`config.mk`:
```
export PLATFORM = sky130hd
export DESIGN_NAME = contador_modulo_m_cascada
export DESIGN_NICKNAME = d
export VERILOG_FILES = /design/src/rtl/contador_modulo_m_cascada.sv
export SDC_FILE = /design/constraint.sdc
export NUM_CORES = 1
export LEC_CHECK = 0
export CAP_MARGIN = 20
export CORE_MARGIN = 8
export CORE_UTILIZATION = 40
export DETAILED_ROUTE_END_ITERATION = 8
export PLACE_DENSITY = 0.72
export SLEW_MARGIN = 20
export SYNTH_ARGS = -nofsm -noshare
export SYNTH_HDL_FRONTEND = slang
export SYNTH_SLANG_ARGS = --single-unit
```
`constraint.sdc`:
```
create_clock -name clk -period 1.3 [get_ports clk]
set_input_delay 0.26 -clock clk [delete_from_list [all_inputs] [get_ports clk]]
set_output_delay 0.26 -clock clk [all_outputs]
set_load 0.01 [all_outputs]
```
`src/rtl/contador_modulo_m_cascada.sv`:
```
// Cascade of D digits. Each digit counts modulo M.
// Supports up/down counting, parallel load with clamping, wrap or saturate mode, and a registered overflow pulse.
module contador_modulo_m_cascada #(
    parameter int M   = 10,
    parameter int D   = 2,
    parameter bit SAT = 1'b0,
    localparam int W  = $clog2(M)
) (
    input  logic           clk,
    input  logic           rst,
    input  logic           cnt,
    input  logic           dir,
    input  logic           load,
    input  logic [D*W-1:0] d,
    output logic [D*W-1:0] q,
    output logic           tc,
    output logic           ov
);

    localparam logic [W-1:0] DMAX = W'(M - 1);

    logic [D*W-1:0] q_q, q_d;
    logic           ov_q, ov_d;
    logic           at_top, at_bot;
    logic           chain;
    logic [W-1:0]   dig;

    always_comb begin
        at_top = 1'b1;
        at_bot = 1'b1;
        for (int i = 0; i < D; i++) begin
            at_top = at_top & (q_q[i*W +: W] == DMAX);
            at_bot = at_bot & (q_q[i*W +: W] == '0);
        end
        tc = cnt & (dir ? at_bot : at_top);
    end

    // chain is the ripple carry (up) or borrow (down) entering each digit.
    always_comb begin
        q_d   = q_q;
        ov_d  = 1'b0;
        chain = 1'b1;
        dig   = '0;
        if (load) begin
            for (int i = 0; i < D; i++) begin
                dig = d[i*W +: W];
                q_d[i*W +: W] = (dig > DMAX) ? DMAX : dig;
            end
        end else if (cnt) begin
            if (SAT && tc) begin
                ov_d = 1'b1;
            end else begin
                ov_d = tc;
                for (int i = 0; i < D; i++) begin
                    dig = q_q[i*W +: W];
                    if (chain) begin
                        if (!dir) begin
                            q_d[i*W +: W] = (dig == DMAX) ? '0 : dig + W'(1);
                            chain         = (dig == DMAX);
                        end else begin
                            q_d[i*W +: W] = (dig == '0) ? DMAX : dig - W'(1);
                            chain         = (dig == '0);
                        end
                    end
                end
            end
        end
    end

    always_ff @(posedge clk) begin
        if (rst) begin
            q_q  <= '0;
            ov_q <= 1'b0;
        end else begin
            q_q  <= q_d;
            ov_q <= ov_d;
        end
    end

    assign q  = q_q;
    assign ov = ov_q;

endmodule
```
-- After elaboration in Yosys (flattened, before gate mapping)
Cells that the tools add are included.
- register bits after elaboration: 9
- output and inout port bits: 10
- word-level logic and storage cells: 36
- $add $sub $neg: 4
- magnitude comparators: 2
- equal/unequal tests: 2
- mux-type cells: 15
- bitwise logic cells: 4
- reductions and logical operators: 6
- operator list (cell ; number):
    $mux 4 ; 9
    $mux 8 ; 2
    $add 4x1->4 const B ; 2
    $eq 4x4->1 const B ; 2
    $gt 4x4->1 const B ; 2
    $logic_not 4->1 ; 2
    $sub 4x1->4 const B ; 2
    $mux 1 ; 4
    $reduce_bool 2->1 ; 2
    $and 1x1->1 ; 3
    $reduce_or 3->1 ; 1
    $reduce_and 2->1 ; 1
    $not 1->1 ; 1

-- Longest topological paths before layout
- depth after elaboration: 7
- depth in mapped cells: 5
- mapped depth without buffers: 4

-- Least setup slack after synthesis
OpenSTA, ideal clock, no wires.
- path type: flip-flop to flip-flop
- from: register q_q[1] (netlist: q[1])
- to: register q_q[5] (netlist: q[5])
- library setup time: 0.095 ns
- arrival time: 1.387 ns
- required time: 1.205 ns
- slack: -0.183 ns
- cell stages (with the launch flop): 6
- path buffers: 1
- period minus slack after synthesis: 1.483 ns
- path through: dfxtp_1 buf_2 or3b_4 a21oi_4 a31oi_1 a221oi_1
- cells in the longest elaborated chain, start to end: 6
- elaborated cells on any way between the ends: 7
- RTL lines (what ; line ; text):
    start, declared ; 22 ; logic [D*W-1:0] q_q, q_d;
    start signal, assigned ; 75 ; q_q <= q_d;
    $eq 4x4->1 / $logic_not 4->1 (equally long branches) ; 59, 62 ;
    $mux 1 * ; 57 ; if (!dir) begin
    $mux 1 * ; 49 ; end else if (cnt) begin
    $mux 1 * ; 44 ; if (load) begin
    $reduce_bool 2->1 (no source line) * ; - ;
    $reduce_and 2->1 (no source line) * ; - ;
Mark *: on every way between the ends. The rest lies on a longest branch, timed or not. The select of a mux whose other input is x is not followed.
A chain may end at the register's enable or synchronous reset.

-- Worst setup path after layout
- from: register q_q[6] (netlist: q[6])
- to: output tc
- cells in the longest elaborated chain, start to end: 4
- elaborated cells on any way between the ends: 6
- RTL lines (what ; line ; text):
    $eq 4x4->1 / $logic_not 4->1 (equally long branches) ; - ;
    $and 1x1->1 (on tied branches) ; 32, 33 ;
    $mux 1 * ; 35 ; tc = cnt & (dir ? at_bot : at_top);
    $and 1x1->1 * ; 35 ;
    end, declared ; 16 ; output logic tc,
Mark *: on every way between the ends. The rest lies on a longest branch, timed or not.

==> key figures <==
GRT
  – Number of global-route vias before repair: a little under 1000
  – Largest net degree at the start of global routing: 10
  – Initial antenna violation count: 0
  – GRT overflow: 0
  – First-pass GRT wire length: 4400 um
  – Overall Global Routing Usage: between 15 and 20%

Clock network
  – TritonCTS Buffers: 3
  – Clk slew on worst S/H paths: around 70 ps
  – CTS Hold Bufs: 0
  – Clock Latency Late Sink: between 200 and 300 ps
  – CTS root buf: clkbuf_4
  – # H-tree levels: 1
  – Clock Sink Count: 9
  – Clock buffer depth: 2
  – CTS tree: built

Critical path
  – Critical Path Source Type: flop
  – Critical Path Sink Type: output port
  – Critical Path RT: between 1000 and 1500 ps
  – Critical path class: flop to output port
  – WP data arrival: about 1400 ps
  – CP Max Fanout: 4

Logic synthesis
  – Top cell type's share of synthesized area: between 20% and 30%
  – Syn Area/Cell: 7.69 um^2
  – Ys Warns: 0
  – Dominant cell type by area after synthesis: dfxtp_1
  – Gate count of the mapped netlist: a little over 100
  – Yosys reg bits: 9
  – Top cells by area, synth: dfxtp_1, nor2_1, o21ai_0
  – Syn nets: 116
  – Netlist Area Pre-Place: about 800 um^2
  – Sequential area share after synthesis: between 20% and 30%
  – Synth cell types: 44

STA
  – Final worst setup slack: -322 ps
  – Min Tclk post-route: between 1500 and 2000 ps
  – Fin crit share: 125%
  – RSZ-0062 raised after global routing: true
  – Hold Fails Final Rpt: 0
  – Worst-margin pin slew: roughly 300 ps
  – Fmax: between 600 and 700 MHz
  – Rel. slew slack: between 70% and 80%
  – Setup tns final: -1560 ps
  – Clk_skew: approximately 4.1 ps
  – Max-slew violations: 0
  – Final setup vio count: 7

Floorplanning
  – # IOs: 23
  – Die span in y: 60.5 um
  – Site Rows: 16
  – Core Box Area: about 0.0019 mm^2
  – Total Die Area: 0.00366 mm^2
  – Initial Utilization: about two fifths
  – Die X-Extent: ~60 um

Cells and area
  – Layout Cells excl Fill: approximately 180
  – Layout area overhead: 75.8%
  – Fill count: ~150
  – Ant diodes: 0
  – Fin nets: 169
  – Share of layout cells above drive strength 1: a little over two fifths

Routing
  – Wire per inst: about 16 um
  – Final ANT Viol Nets: 0
  – WL final: around 2900 um
  – Vias: 1014
  – First-pass DRT Iterations: 4
  – Drt drc: 0
  – First DRT Iteration DRCs: 26
  – Routed vias/inst: around 5.6

Place
  – PortBufs: 22
  – Gpl congestion: approximately 0.88
  – Post-DP HPWL: between 1500 and 2000 um
  – Placed Instances: between 150 and 200

Pwr
  – Seq pwr share: 31.4%
  – Switch share: between 30% and 40%
  – Power per Cell Area: roughly 730 mW/mm^2
  – Comb pwr share: between 40% and 50%
  – Internal: between 0.6 and 0.7 mW
  – Clock power frac: a little under a quarter
  – Switch Pwr: between 0.3 and 0.4 mW
  – Peak supply drop: ~600 uV
  – LEAKAGE: roughly 0.59 nW

Min path
  – Hold crit path type: input pin to flop

Status
  – Failing checks: setup timing
  – Status: finished with violations

Job
  – MaxCap Viol Count: 0
## power groups by stage
stage | Sequential (mW) | Clock [mW] | Combinational [mW]
3_5_place_dp | 0.323 | 0 | 0.383
2_1_floorplan | 0.326 | 0 | 0.211
6_report | 0.319 | 0.234 | 0.463
4_1_cts | 0.319 | 0.232 | 0.417
5_1_grt | 0.321 | 0.260 | 0.496
3_3_place_gp | 0.322 | 0 | 0.373
## registers in the layout (all words and copies together) (netlist names)
name  cells
q         8
ov        1
## synth_stat cells, drive strengths merged
master / n
a2bb2oi: 1
nand3: 3
nand4: 1
xnor2: 3
nor3b: 2
o22ai: 1
clkbuf: 3
a311oi: 1
nand2b: 4
a221oi: 4
nor4b: 2
and4b: 1
a22oi: 1
or4bb: 1
o21ai: 8
a32oi: 1
a21oi: 4
buf: 8
a21boi: 1
and2: 1
o2111ai: 1
o211ai: 2
or4b: 1
nor4: 1
xor2: 2
nor3: 2
nand2: 4
a21o: 2
a31o: 1
dfxtp: 9
and3b: 1
o31a: 1
nor2: 10
inv: 5
or3b: 2
nand3b: 2
nor2b: 2
a31oi: 4
## what timing repair did
item,4_1_cts,5_1_grt
setup endpoints to repair,18,13
cloned,0,0
gates resized for setup,39,21
setup buffers,10,3
pin swaps,16,12
## cell type report
class                           instances  area [um^2]  share of cell area, %
Multi-Input combinational cell         78          592                   42.5
Timing Repair Buffer                   59          526                   37.7
Sequential cell                         9          196                   14.1
Tap cell                               27         33.8                   2.43
Clock buffer                            4         26.3                   1.89
Inverter                                5         18.8                   1.35
## cells by family after synthesis
group           count (synthesis)  synth area share [%]
simple gates                   40                  30.8
compound gates                 33                  30.6
buf+inv                        16                  10.3
flops                           9                  22.7
xor+xnor                        5                  5.53
## metal layers
| layer | share of wire (%) | GRT usage (%) |
|---|---|---|
| met1 | 45 | 19.0 |
| met2 | 48 | 25.6 |
| met3 | 5.0 | 5.30 |
| met4 | 2.8 | 6.98 |
| met5 | 0 | 0 |
## cells in the final DEF (no fill, tap or decap), types with 2 or more instances in the layout
cell type / instances
buf_4: 26
buf_6: 12
nor2_1: 10
clkdlybuf4s50_1: 10
inv_1: 5
o21ai_0: 5
dlygate4sd2_1: 5
nand2_1: 4
nand2b_1: 4
dfxtp_2: 4
a221oi_1: 3
a31oi_1: 3
nand3_1: 3
clkbuf_4: 3
dfxtp_4: 3
or3b_4: 2
nor3_1: 2
xnor2_1: 2
a21oi_1: 2
o21ai_1: 2
nand3b_1: 2
nor3b_1: 2
nor2b_1: 2
o211ai_1: 2
buf_2: 2
dfxtp_1: 2
## critical path: stages (launching register included)
cell and delay [ps]:
dfxtp_4 360, nor4b_4 330, a32oi_2 120, nor2_1 120, buf_2 140
## worst paths after layout
kind | start | to | slack [ps] | cells after the start
worst max-delay path | q[6] | tc | -320 | 4
worst min-delay path | d[0] | q[0] | 580 | 3
worst min register to register | q[2] | q[2] | 650 | 3
worst max register to register | q[3] | q[5] | -300 | 5
## through the flow
step / util, % / area [um^2] / total power [mW] / hold WS (ps) / setup slack (ps)
6_report: 72.5 / 1390 / 1.02 / 581 / -322
5_1_grt: 72.5 / 1390 / 1.08 / 584 / -428
4_1_cts: 68.6 / 1320 / 0.968 / 581 / -242
3_5_place_dp: 61.9 / 1190 / 0.706 / 637 / -757
3_3_place_gp: 61.9 / 1190 / 0.695 / 630 / -746
2_1_floorplan: - / 831 / 0.537 / 420 / -148
No activity file was read; power rests on OpenSTA's default activity.
